$ cat config.mk
export PLATFORM = sky130hd
export DESIGN_NAME = big_fb_ctrl
export DESIGN_NICKNAME = d
export VERILOG_FILES = /design/src/rtl/big_fb_ctrl.sv
export SDC_FILE = /design/constraint.sdc
export NUM_CORES = 1
export LEC_CHECK = 0
export CORE_AREA = 2 2 81 83
export DETAILED_ROUTE_END_ITERATION = 10
export DIE_AREA = 0 0 83 85
export PLACE_DENSITY = 0.81
export SYNTH_ARGS = -nofsm -noshare
export SYNTH_HDL_FRONTEND = slang
export SYNTH_SLANG_ARGS = --single-unit
$ cat constraint.sdc
create_clock -name clk -period 2 [get_ports clk]
set_clock_uncertainty 0.05 [all_clocks]
set_input_delay 0.2 -clock clk [delete_from_list [all_inputs] [get_ports clk]]
set_output_delay 0.2 -clock clk [all_outputs]
set_load 0.05 [all_outputs]
$ cat src/rtl/big_fb_ctrl.sv
// Framebuffer controller: round-robin write arbitration between two requesters,
// a full-depth fill engine, and a display-priority read mux with host read return.
module big_fb_ctrl #(
    parameter int ADDR_W = 11,
    parameter int DATA_W = 6
) (
    input  logic              clk,
    input  logic              rst,
    input  logic              fill_start,
    input  logic [DATA_W-1:0] fill_data,
    output logic              fill_busy,
    output logic              fill_done,
    input  logic              a_req,
    input  logic [ADDR_W-1:0] a_addr,
    input  logic [DATA_W-1:0] a_data,
    output logic              a_gnt,
    input  logic              b_req,
    input  logic [ADDR_W-1:0] b_addr,
    input  logic [DATA_W-1:0] b_data,
    output logic              b_gnt,
    output logic              fb_wr_en,
    output logic [ADDR_W-1:0] fb_wr_addr,
    output logic [DATA_W-1:0] fb_wr_data,
    input  logic              disp_valid,
    input  logic [ADDR_W-1:0] disp_addr,
    input  logic              host_rd_req,
    input  logic [ADDR_W-1:0] host_rd_addr,
    output logic              host_rd_gnt,
    output logic              host_rd_valid,
    output logic [DATA_W-1:0] host_rd_data,
    output logic [ADDR_W-1:0] fb_rd_addr,
    input  logic [DATA_W-1:0] fb_rd_data
);

    typedef enum logic {ARB, FILL} state_t;

    localparam logic [ADDR_W-1:0] CNT_MAX = '1;

    state_t            state_q, state_d;
    logic [ADDR_W-1:0] cnt_q, cnt_d;
    logic [DATA_W-1:0] fill_val_q, fill_val_d;
    logic              last_b_q, last_b_d;
    logic              done_d;
    logic              wr_en_d;
    logic [ADDR_W-1:0] wr_addr_d;
    logic [DATA_W-1:0] wr_data_d;
    logic              rd_pend_q;

    always_comb begin
        state_d    = state_q;
        cnt_d      = cnt_q;
        fill_val_d = fill_val_q;
        last_b_d   = last_b_q;
        done_d     = 1'b0;
        a_gnt      = 1'b0;
        b_gnt      = 1'b0;
        wr_en_d    = 1'b0;
        wr_addr_d  = cnt_q;
        wr_data_d  = fill_val_q;
        fill_busy  = (state_q == FILL) && !rst;
        if (!rst) begin
            case (state_q)
                ARB: begin
                    if (fill_start) begin
                        fill_val_d = fill_data;
                        cnt_d      = '0;
                        state_d    = FILL;
                    end else if (a_req && (!b_req || last_b_q)) begin
                        a_gnt     = 1'b1;
                        last_b_d  = 1'b0;
                        wr_en_d   = 1'b1;
                        wr_addr_d = a_addr;
                        wr_data_d = a_data;
                    end else if (b_req) begin
                        b_gnt     = 1'b1;
                        last_b_d  = 1'b1;
                        wr_en_d   = 1'b1;
                        wr_addr_d = b_addr;
                        wr_data_d = b_data;
                    end
                end
                FILL: begin
                    wr_en_d = 1'b1;
                    cnt_d   = cnt_q + 1'b1;
                    if (cnt_q == CNT_MAX) begin
                        state_d = ARB;
                        done_d  = 1'b1;
                    end
                end
                default: state_d = ARB;
            endcase
        end
    end

    // Display always owns the read port; the host only sees a grant when it is idle.
    always_comb begin
        fb_rd_addr  = disp_valid ? disp_addr : host_rd_addr;
        host_rd_gnt = host_rd_req && !disp_valid && !rst;
    end

    always_ff @(posedge clk) begin
        if (rst) begin
            state_q       <= ARB;
            cnt_q         <= '0;
            fill_val_q    <= '0;
            last_b_q      <= 1'b1;
            fill_done     <= 1'b0;
            fb_wr_en      <= 1'b0;
            fb_wr_addr    <= '0;
            fb_wr_data    <= '0;
            rd_pend_q     <= 1'b0;
            host_rd_valid <= 1'b0;
            host_rd_data  <= '0;
        end else begin
            state_q    <= state_d;
            cnt_q      <= cnt_d;
            fill_val_q <= fill_val_d;
            last_b_q   <= last_b_d;
            fill_done  <= done_d;
            fb_wr_en   <= wr_en_d;
            if (wr_en_d) begin
                fb_wr_addr <= wr_addr_d;
                fb_wr_data <= wr_data_d;
            end
            // RAM data for a grant in cycle N arrives in N+1 and is presented in N+2.
            rd_pend_q     <= host_rd_gnt;
            host_rd_valid <= rd_pend_q;
            if (rd_pend_q) host_rd_data <= fb_rd_data;
        end
    end

endmodule

==> results of run 1 <==
how the worst min path moves through the flow:
stage,cells past startpoint,endpoint,slack (ps),start
2_1_floorplan,2,fill_val_q[0],290,fill_data[0]
5_1_grt,2,host_rd_data[0],360,rst
6_report,2,host_rd_data[0],320,rst
3_5_place_dp,2,fill_val_q[1],410,fill_val_q[1]
4_1_cts,2,host_rd_data[2],320,rst
3_3_place_gp,2,fill_val_q[3],400,fill_val_q[3]
metal layers:
metal	global-route usage (%)	vias up	share of wire [%]
met5	0	-	0
met4	5.22	0	1.0
met3	4.09	10	4.5
met2	32.6	63	51
met1	23.6	1197	43
li1	-	1229	-
kinds of logic after synthesis:
group,share of synthesized area (%)
fa+ha+maj,0.511
flops,37.6
compound gates,17.0
mux,14.9
buf+inv,6.13
simple gates,24.0
synth_stat cells:
library cell / count
buf_1: 4
o21ba_2: 1
buf_6: 3
a41oi_1: 2
nor3b_4: 2
a211oi_1: 1
o31ai_1: 1
nand2_1: 21
o21ai_0: 2
buf_4: 4
or4_1: 2
dfxtp_1: 46
inv_1: 3
a311oi_2: 8
mux2_2: 11
o31a_1: 1
o21bai_2: 1
buf_2: 6
nor4b_1: 1
nand3_1: 37
nor3b_1: 4
nand3b_1: 1
or3_1: 2
ha_1: 1
a311oi_1: 12
or2_2: 1
a21oi_1: 12
mux2i_1: 24
a211o_1: 1
o311ai_0: 2
nor2_1: 14
nand4_1: 2
nor3_1: 18
o211ai_1: 2
nor2b_1: 4
nand4_2: 1
a2bb2oi_1: 1
nand2b_1: 2
o21a_1: 1
clkbuf_1: 8
sequential cells by signal (all words and copies together) (netlist names):
name and cells:
fill_done 1, state_q 1, last_b_q 1, host_rd_data 6, host_rd_valid 1, fill_val_q 6
fb_wr_addr 11, rd_pend_q 1, fb_wr_en 1, fb_wr_data 6, cnt_q 11
per-stage QoR:
| stage | total power [mW] | instance area (um^2) | hold slack (ps) | std cells | setup slack [ps] |
|---|---|---|---|---|---|
| after CTS | 2.45 | 3780 | 321 | 458 | 136 |
| after global routing | 2.52 | 3780 | 356 | 458 | 65.5 |
| after detailed placement | 1.75 | 3670 | 407 | 451 | 151 |
| after floorplan | 1.44 | 2450 | 286 | 270 | 18.5 |
| after global placement | 1.74 | 3670 | 397 | 451 | 203 |
| final | 2.43 | 3780 | 322 | 458 | 142 |
worst max-delay path, stage by stage:
cell and delay (ps):
clkdlybuf4s50_1 810, mux2_2 400, buf_4 190
power breakdown:
part / total (mW) / switching, mW / internal [mW]
logic: 0.730 / 0.396 / 0.334
registers: 0.999 / 0.0358 / 0.964
clock network: 0.699 / 0.299 / 0.400
total: 2.43 / 0.730 / 1.70
cell type report:
class | instances | share of cell area [%]
multi-input cells | 196 | 36.4
inverters | 3 | 0.298
well taps | 77 | 2.55
repair buffers | 129 | 33.4
flip-flops and latches | 46 | 24.4
clock buffers | 6 | 2.18
clock inverters | 1 | 0.793
==> summary.md, run 1 <==
| Metric | Value |
|---|---|
| Post-CTS Setup Bufs | 0 |
| Synth unique cells | 40 |
| Slew HR | 63.7% |
| YS warnings | 0 |
| Crit path time final | 1860 ps |
| Final Hold Viols | 0 |
| RSZ-0062 raised after global routing | false |
| Die outline width | 83 um |
| Nets | 457 |
| VDD IR max | 0.000429 V |
| Cells on worst reg2reg path | 4 |
| Mean Syn Cell Area | 9.07 um^2 |
| Reg2reg setup slack | 280 ps |
| Clock Path Buffers | 2 |
| Commonest non-fill, non-tap cell in the layout | clkdlybuf4s50_1 |
| GRT Resource Usage Total | 18.8% |
| Util after Layout | 61.0% |
| TNS Setup | 0 ps |
| Largest net degree at the start of global routing | 28 |
| Min-Delay Path Class | in2reg |
| Max cap viols | 0 |
| Startpoint Class | input port |
| TritonCTS clock tree | built |
| CP endpoint | fb_rd_addr[2] |
| Fin crit share | 92.9% |
| Leading area contributor after synthesis | dfxtp_1 |
| CP Data Required Time | 1750 ps |
| Initial antenna violation count | 0 |
| Filler cell count | 518 |
| WL final | 7000 um |
| Most frequent cells in the layout | clkdlybuf4s50_1 (99), dfxtp_1 (45), nand3_1 (37) |
| Vias in the first global route | 2345 |
| DRC violations left | 0 |
| Antenna-violating nets left | 0 |
| I/O pins | 116 |
| Crit path arrival time | 1610 ps |
| Post-CTS Resized | 0 |
| Die area | 7060 um^2 |
| Pins Over Slew Limit | 0 |
| Multi-input gate area | 1380 um^2 |
| Die Height | 85 um |
| Post-Syn Area | 2450 um^2 |
| HPWL after detailed placement | 5410 um |
| Status | finished clean |
| CP Class | in2out |
| Layout cells sized above 1 | 16.5% |
| Core area | 6200 um^2 |
| Remaining Overflow, GRT | 0 |
| PortBufs | 115 |
| Number of setup violations in the final report | 0 |
| Origin of the worst setup path | disp_valid |
| Top cell type's share of synthesized area | 37.6% |
| Hold buffer count at CTS | 0 |
| Clk root buf | clkbuf_8 |
| Largest cells by area after synthesis | dfxtp_1 (38%), mux2i_1 (9.8%), nand3_1 (7.6%) |
| Syn_nets | 346 |
| Syn-to-layout area delta | 54.5% |
| Worst reg2reg path startpoint | cnt_q[0] |
| Starting DRT DRC Count | 137 |
| Clock Sinks | 46 |
| Vias | 2499 |
| Initial Util | 39.5% |
| Endpoint class of the critical path | primary output |
| Sequential element share of the synthesized area | 37.6% |
| Mapped Cells | 270 |
| Fmax | 538 MHz |
| P_leak | 1.33 nW |
| Worst-Skew Late Latency | 300 ps |
| Core Rows | 29 |
| FF-to-FF End | cnt_q[10] |
| Synth Register Bits | 46 |
| Antenna fix cells | 0 |
| H-tree levels | 2 |
| Reg clk slew, reported paths | 70 ps |
| Worst-Margin Slew | 542 ps |
| Critical Path Fanout Max | 13 |
| FF+latch area | 922 um^2 |
| Total CTS buffers | 5 |
| Vias per inst | 5.46 |
| PwrDens | 641 nW/um^2 |
| First-pass GRT wire length | 11000 um |
| Initial DRT Pass Iterations | 4 |
| WL per Instance | 15.3 um |
| Gp weighted congestion | 0.792 |
(Power assumes the default switching activity.)
==> inputs of run 2 (changes only) <==
--- a/config.mk
+++ b/config.mk
@@ -5,9 +5,9 @@
 export SDC_FILE = /design/constraint.sdc
 export NUM_CORES = 1
 export LEC_CHECK = 0
-export CORE_AREA = 2 2 81 83
+export CORE_AREA = 3 3 82 84
 export DETAILED_ROUTE_END_ITERATION = 10
-export DIE_AREA = 0 0 83 85
+export DIE_AREA = 0 0 85 87
 export PLACE_DENSITY = 0.81
 export SYNTH_ARGS = -nofsm -noshare
 export SYNTH_HDL_FRONTEND = slang
==> run 2 against run 1 <==
Effect of this change: wire length up 5.9%; utilization up 2.1 points; clock-buffer cell count unchanged; setup slack better by 0.99 ps; critical path depth unchanged; largest cell class unchanged; largest power group unchanged.
==> summary.md, run 2 (synthesis gave the netlist of run 1 again) <==
| Metric | Value |
|---|---|
| Status | finished clean |
| Vias | 2538 (+1.6%) |
| Register share of total power | 40.7% (-0.5 points) |
| Reg clk slew, reported paths | 80 ps (about the same) |
| Number of setup violations in the final report | 0 (unchanged) |
| CP Class | in2out |
| Clock share of power | 29.1% (+0.3 points) |
| FF-to-FF End | cnt_q[10] |
| Vias per inst | 5.57 (+2.0%) |
| Max cap viols | 0 (unchanged) |
| Clock Path Buffers | 2 (unchanged) |
| Largest registers | cnt_q (11), fb_wr_addr (11) |
| CP endpoint | fb_rd_addr[9] |
| Core Rows | 28 (-3.4%) |
| Sw power | 0.747 mW (+2.3%) |
| CP Data Required Time | 1750 ps (about the same) |
| Die Height | 87 um (+2.4%) |
| Critical path depth | 3 (unchanged) |
| Die area | 7400 um^2 (+4.8%) |
| Commonest non-fill, non-tap cell in the layout | clkdlybuf4s50_1 |
| Initial Util | 40.9% (+1.4 points) |
| TNS Setup | 0 ps (unchanged) |
| Crit path largest cell delay | 800 ps (about the same) |
| Largest net degree at the start of global routing | 30 (+7.1%) |
| Endpoint class of the critical path | primary output |
| Design area | 3780 um^2 (about the same) |
| Comb power frac | 30.2% (about the same) |
| Final total power | 2.45 mW (+0.72%) |
| PortBufs | 115 (unchanged) |
| Cells on worst reg2reg path | 4 (unchanged) |
| Remaining Overflow, GRT | 0 (unchanged) |
| I/O pins | 116 (unchanged) |
| Slew HR | 64.8% (+1.1 points) |
| Initial antenna violation count | 0 (unchanged) |
| Post-CTS Resized | 0 (unchanged) |
| Hold buffer count at CTS | 0 (unchanged) |
| Antenna-violating nets left | 0 (unchanged) |
| Core area | 5990 um^2 (-3.4%) |
| CP max-delay cell | clkdlybuf4s50_1 |
| Startpoint Class | input port |
| VDD IR max | 0.000358 V (-17%) |
| P_leak | 1.33 nW (about the same) |
| Clock Sinks | 46 (unchanged) |
| Final Hold Viols | 0 (unchanged) |
| Pins Over Slew Limit | 0 (unchanged) |
| HPWL after detailed placement | 5590 um (+3.4%) |
| Worst slack, placed | 148 ps (-2.28 ps) |
| Filler cell count | 503 (-2.9%) |
| Worst reg2reg path startpoint | cnt_q[0] |
| Worst-Skew Late Latency | 300 ps (about the same) |
| Nets | 457 (unchanged) |
| Clk root buf | clkbuf_8 |
| Starting DRT DRC Count | 202 (+47%) |
| Layout cells sized above 1 | 16.5% (unchanged) |
| Int Power | 1.70 mW (about the same) |
| First-pass GRT wire length | 11800 um (+7.4%) |
| Origin of the worst setup path | disp_valid |
| Worst path bufs/invs | 2 (unchanged) |
| Fin worst setup slack | 143 ps (+0.987 ps) |
| Initial DRT Pass Iterations | 4 (unchanged) |
| Total CTS buffers | 5 (unchanged) |
| WL per Instance | 16.2 um (+6.4%) |
| Gp weighted congestion | 0.804 (+1.6%) |
| Reg2reg setup slack | 240 ps (-40 ps) |
| Crit-path cells | clkdlybuf4s50_1, mux2_2, buf_4 |
| Min-Delay Path Class | in2reg |
| Syn-to-layout area delta | 54.4% (about the same) |
| Antenna fix cells | 0 (unchanged) |
| Vias in the first global route | 2425 (+3.4%) |
| PwrDens | 646 nW/um^2 (+0.78%) |
| Dpl cell area | 3670 um^2 (about the same) |
| Fmax | 539 MHz (about the same) |
| Crit path time final | 1860 ps (-0.987 ps) |
| Die outline width | 85 um (+2.4%) |
| WL final | 7410 um (+5.9%) |
| H-tree levels | 2 (unchanged) |
| Most frequent cells in the layout | clkdlybuf4s50_1 (99), dfxtp_1 (45), nand3_1 (37) |
| Crit path max-delay family | buffers and inverters |
| Post-CTS Setup Bufs | 0 (unchanged) |
| Switching Share | 30.5% (+0.46 points) |
| TritonCTS clock tree | built |
| GRT Resource Usage Total | 19.5% (+0.75 points) |
| Fin crit share | 92.8% (about the same) |
| RSZ-0062 raised after global routing | false |
| DRC violations left | 0 (unchanged) |
| Crit path arrival time | 1610 ps (about the same) |
| Worst-Margin Slew | 526 ps (-16.1 ps) |
| WHS | 191 ps (-131 ps) |
| Critical Path Fanout Max | 13 (unchanged) |
## run 2: cell counts in the layout (fill, tap and decap cells not counted)
Identical to the previous run, type by type.
## run 2: power groups by stage
| stage | logic (mW) | clock network [mW] | registers [mW] |
|---|---|---|---|
| 4_1_cts | 0.741 | 0.723 | 0.995 |
| 6_report | 0.739 | 0.711 | 0.994 |
| 3_5_place_dp | 0.737 | 0 | 1.02 |
| 3_3_place_gp | 0.728 | 0 | 1.01 |
| 2_1_floorplan | 0.315 | 0 | 1.13 |
| 5_1_grt | 0.781 | 0.756 | 1.00 |
## run 2: metrics by stage
step	utilization, %	instances
floorplan	-	270
global placement	61.3	449
detailed placement	61.3	449
CTS	63.1	456
global route	63.1	456
finish	63.1	456
## run 2: routing by layer
| layer | track usage [%] | part of all wire (%) | vias up |
|---|---|---|---|
| li1 | - | - | 1229 |
| met1 | 24.6 | 41 | 1204 |
| met2 | 33.3 | 51 | 95 |
| met3 | 4.64 | 6.5 | 10 |
| met4 | 5.47 | 1.4 | 0 |
| met5 | 0 | 0 | - |
## run 2: worst min-delay path by stage
stage / from / to / slack, ps / cells past startpoint
2_1_floorplan: fill_data[0] / fill_val_q[0] / 290 / 2
3_3_place_gp: fill_val_q[2] / fill_val_q[2] / 390 / 2
3_5_place_dp: fill_val_q[2] / fill_val_q[2] / 400 / 2
4_1_cts: rst / fb_wr_en / 200 / 2
5_1_grt: rst / host_rd_data[1] / 210 / 2
6_report: rst / host_rd_data[1] / 190 / 2
## run 2: area by class of cell
type	instances	area, um^2	share of cell area [%]
Clock buffer	6	82.6	2.18
Clock inverter	1	30.0	0.794
Inverter	3	11.3	0.298
Multi-Input combinational cell	196	1380	36.5
Sequential cell	46	922	24.4
Tap cell	75	93.8	2.48
Timing Repair Buffer	129	1260	33.4
==> inputs of run 3 (changes only) <==
--- a/config.mk
+++ b/config.mk
@@ -5,9 +5,9 @@
 export SDC_FILE = /design/constraint.sdc
 export NUM_CORES = 1
 export LEC_CHECK = 0
-export CORE_AREA = 3 3 82 84
+export CORE_AREA = 3 3 70 98
 export DETAILED_ROUTE_END_ITERATION = 10
-export DIE_AREA = 0 0 85 87
+export DIE_AREA = 0 0 73 101
 export PLACE_DENSITY = 0.81
 export SYNTH_ARGS = -nofsm -noshare
 export SYNTH_HDL_FRONTEND = slang
==> run 3 against run 2 <==
Effect of this change: combinational power is essentially flat; largest power group unchanged; highest routed layer unchanged; clock-buffer cell count unchanged; via count increased by 1.1%; clock power shrank 3.0%; maximum frequency grew 3.7%; critical path type is now reg2reg.
==> summary.md, run 3 (synthesis gave the netlist of run 1 again) <==
| Metric | Value |
|---|---|
| Register share of total power | 41.1% (+0.4 points) |
| Remaining Overflow, GRT | 0 (unchanged) |
| HPWL after detailed placement | 5840 um (+4.5%) |
| WL per Instance | 16.3 um (+0.57%) |
| Crit path arrival time | 1940 ps (+330 ps) |
| Worst-Skew Late Latency | 300 ps (about the same) |
| Most frequent cells in the layout | clkdlybuf4s50_1 (99), dfxtp_1 (45), nand3_1 (37) |
| Comb power frac | 30.5% (+0.3 points) |
| Clock share of power | 28.4% (-0.7 points) |
| Dpl cell area | 3670 um^2 (+0.10%) |
| VDD IR max | 0.000347 V (-3.0%) |
| RSZ-0062 raised after global routing | false |
| Initial antenna violation count | 0 (unchanged) |
| Antenna fix cells | 0 (unchanged) |
| TritonCTS clock tree | built |
| Commonest non-fill, non-tap cell in the layout | clkdlybuf4s50_1 |
| Placed Cells | 447 (-0.45%) |
| Critical Path Fanout Max | 6 (-7) |
| First-pass GRT wire length | 11700 um (-1.2%) |
| Vias in the first global route | 2497 (+3.0%) |
| Die area | 7370 um^2 (-0.30%) |
| Initial DRT Pass Iterations | 5 (+1) |
| WL final | 7430 um (+0.35%) |
| Clk root buf | clkbuf_8 |
| Largest registers | cnt_q (11), fb_wr_addr (11) |
| P_leak | 1.33 nW (about the same) |
| Switching Share | 31.2% (+0.63 points) |
| Crit path time final | 1790 ps (-65.7 ps) |
| Design area | 3780 um^2 (about the same) |
| Syn-to-layout area delta | 54.4% (about the same) |
| Fmax | 558 MHz (+3.7%) |
| WHS | 293 ps (+102 ps) |
| Starting DRT DRC Count | 144 (-29%) |
| Pins Over Slew Limit | 0 (unchanged) |
| Clock Sinks | 46 (unchanged) |
| Worst-Margin Slew | 527 ps (+1.07 ps) |
| Clock Path Buffers | 2 (unchanged) |
| Initial Util | 39.7% (-1.2 points) |
| Gp weighted congestion | 0.825 (+2.6%) |
| Slew HR | 64.7% (-0.071 points) |
| Die outline width | 73 um (-14%) |
| Fin crit share | 89.6% (-3.3 points) |
| Min-Delay Path Class | in2reg |
| Number of setup violations in the final report | 0 (unchanged) |
| Util after Layout | 61.3% (-1.8 points) |
| Status | finished clean |
| Antenna-violating nets left | 0 (unchanged) |
| Total CTS buffers | 5 (unchanged) |
| Reg clk slew, reported paths | 90 ps (about the same) |
| Hold buffer count at CTS | 0 (unchanged) |
| CP Data Required Time | 2150 ps (+400 ps) |
| PortBufs | 115 (unchanged) |
| I/O pins | 116 (unchanged) |
| Layout cells sized above 1 | 16.7% (+0.17 points) |
| TNS Setup | 0 ps (unchanged) |
| Max cap viols | 0 (unchanged) |
| Vias | 2567 (+1.1%) |
| Post-CTS Resized | 0 (unchanged) |
| Int Power | 1.67 mW (-1.5%) |
| Startpoint Class | flip-flop |
| Largest net degree at the start of global routing | 27 (-10%) |
| Final Hold Viols | 0 (unchanged) |
| Core area | 6170 um^2 (+3.0%) |
| Nets | 458 (+0.22%) |
| Final Non-Filler Cells | 455 (-0.22%) |
| Core Rows | 34 (+21%) |
| Vias per inst | 5.64 (+1.4%) |
| H-tree levels | 2 (unchanged) |
| DRC violations left | 0 (unchanged) |
| Die Height | 101 um (+16%) |
| CP Class | reg2reg |
| GRT Resource Usage Total | 19.6% (+0.054 points) |
| Post-CTS Setup Bufs | 0 (unchanged) |
| PwrDens | 642 nW/um^2 (-0.67%) |
| Sw power | 0.757 mW (+1.4%) |
| Endpoint class of the critical path | flip-flop |
-- run 3: worst paths after layout --
kind                                    start         endpoint  slack [ps]  cells past startpoint
worst min register to register  fill_val_q[5]    fill_val_q[5]         410                      2
worst max-delay path                 cnt_q[0]        cnt_q[10]         210                      4
worst min-delay path                      rst  host_rd_data[4]         290                      2
worst max register to register       cnt_q[0]        cnt_q[10]         210                      4
-- run 3: power groups by stage --
stage	clock network, mW	logic, mW	registers, mW
after floorplan	0	0.315	1.13
after global placement	0	0.729	1.02
after detailed placement	0	0.741	1.02
after CTS	0.699	0.743	0.999
after global routing	0.725	0.778	1.01
final	0.690	0.741	0.999
-- run 3: cell type report --
class,instances,area (um^2)
clock buffers,6,72.6
clock inverters,2,37.5
fillers,538,2380
inverters,3,11.3
multi-input cells,196,1380
flip-flops and latches,46,922
well taps,72,90.1
repair buffers,130,1270
-- run 3: metrics by stage --
step	power, mW	setup slack (ps)
5_1_grt	2.51	43.1
4_1_cts	2.44	186
3_5_place_dp	1.76	130
3_3_place_gp	1.75	237
6_report	2.43	209
2_1_floorplan	1.44	18.5
-- run 3: layer usage --
layer	GRT usage, %	vias up	wire length (um)
li1	-	1235	-
met4	6.68	0	118
met3	2.89	12	560
met5	0	-	0
met1	22.5	1219	2820
met2	36.0	101	3930
-- run 3: worst max-delay path: stages (launching register included) --
cell      delay, ps
dfxtp_1         460
ha_1            320
nand4_1         240
o31a_1          360
a311oi_1        260
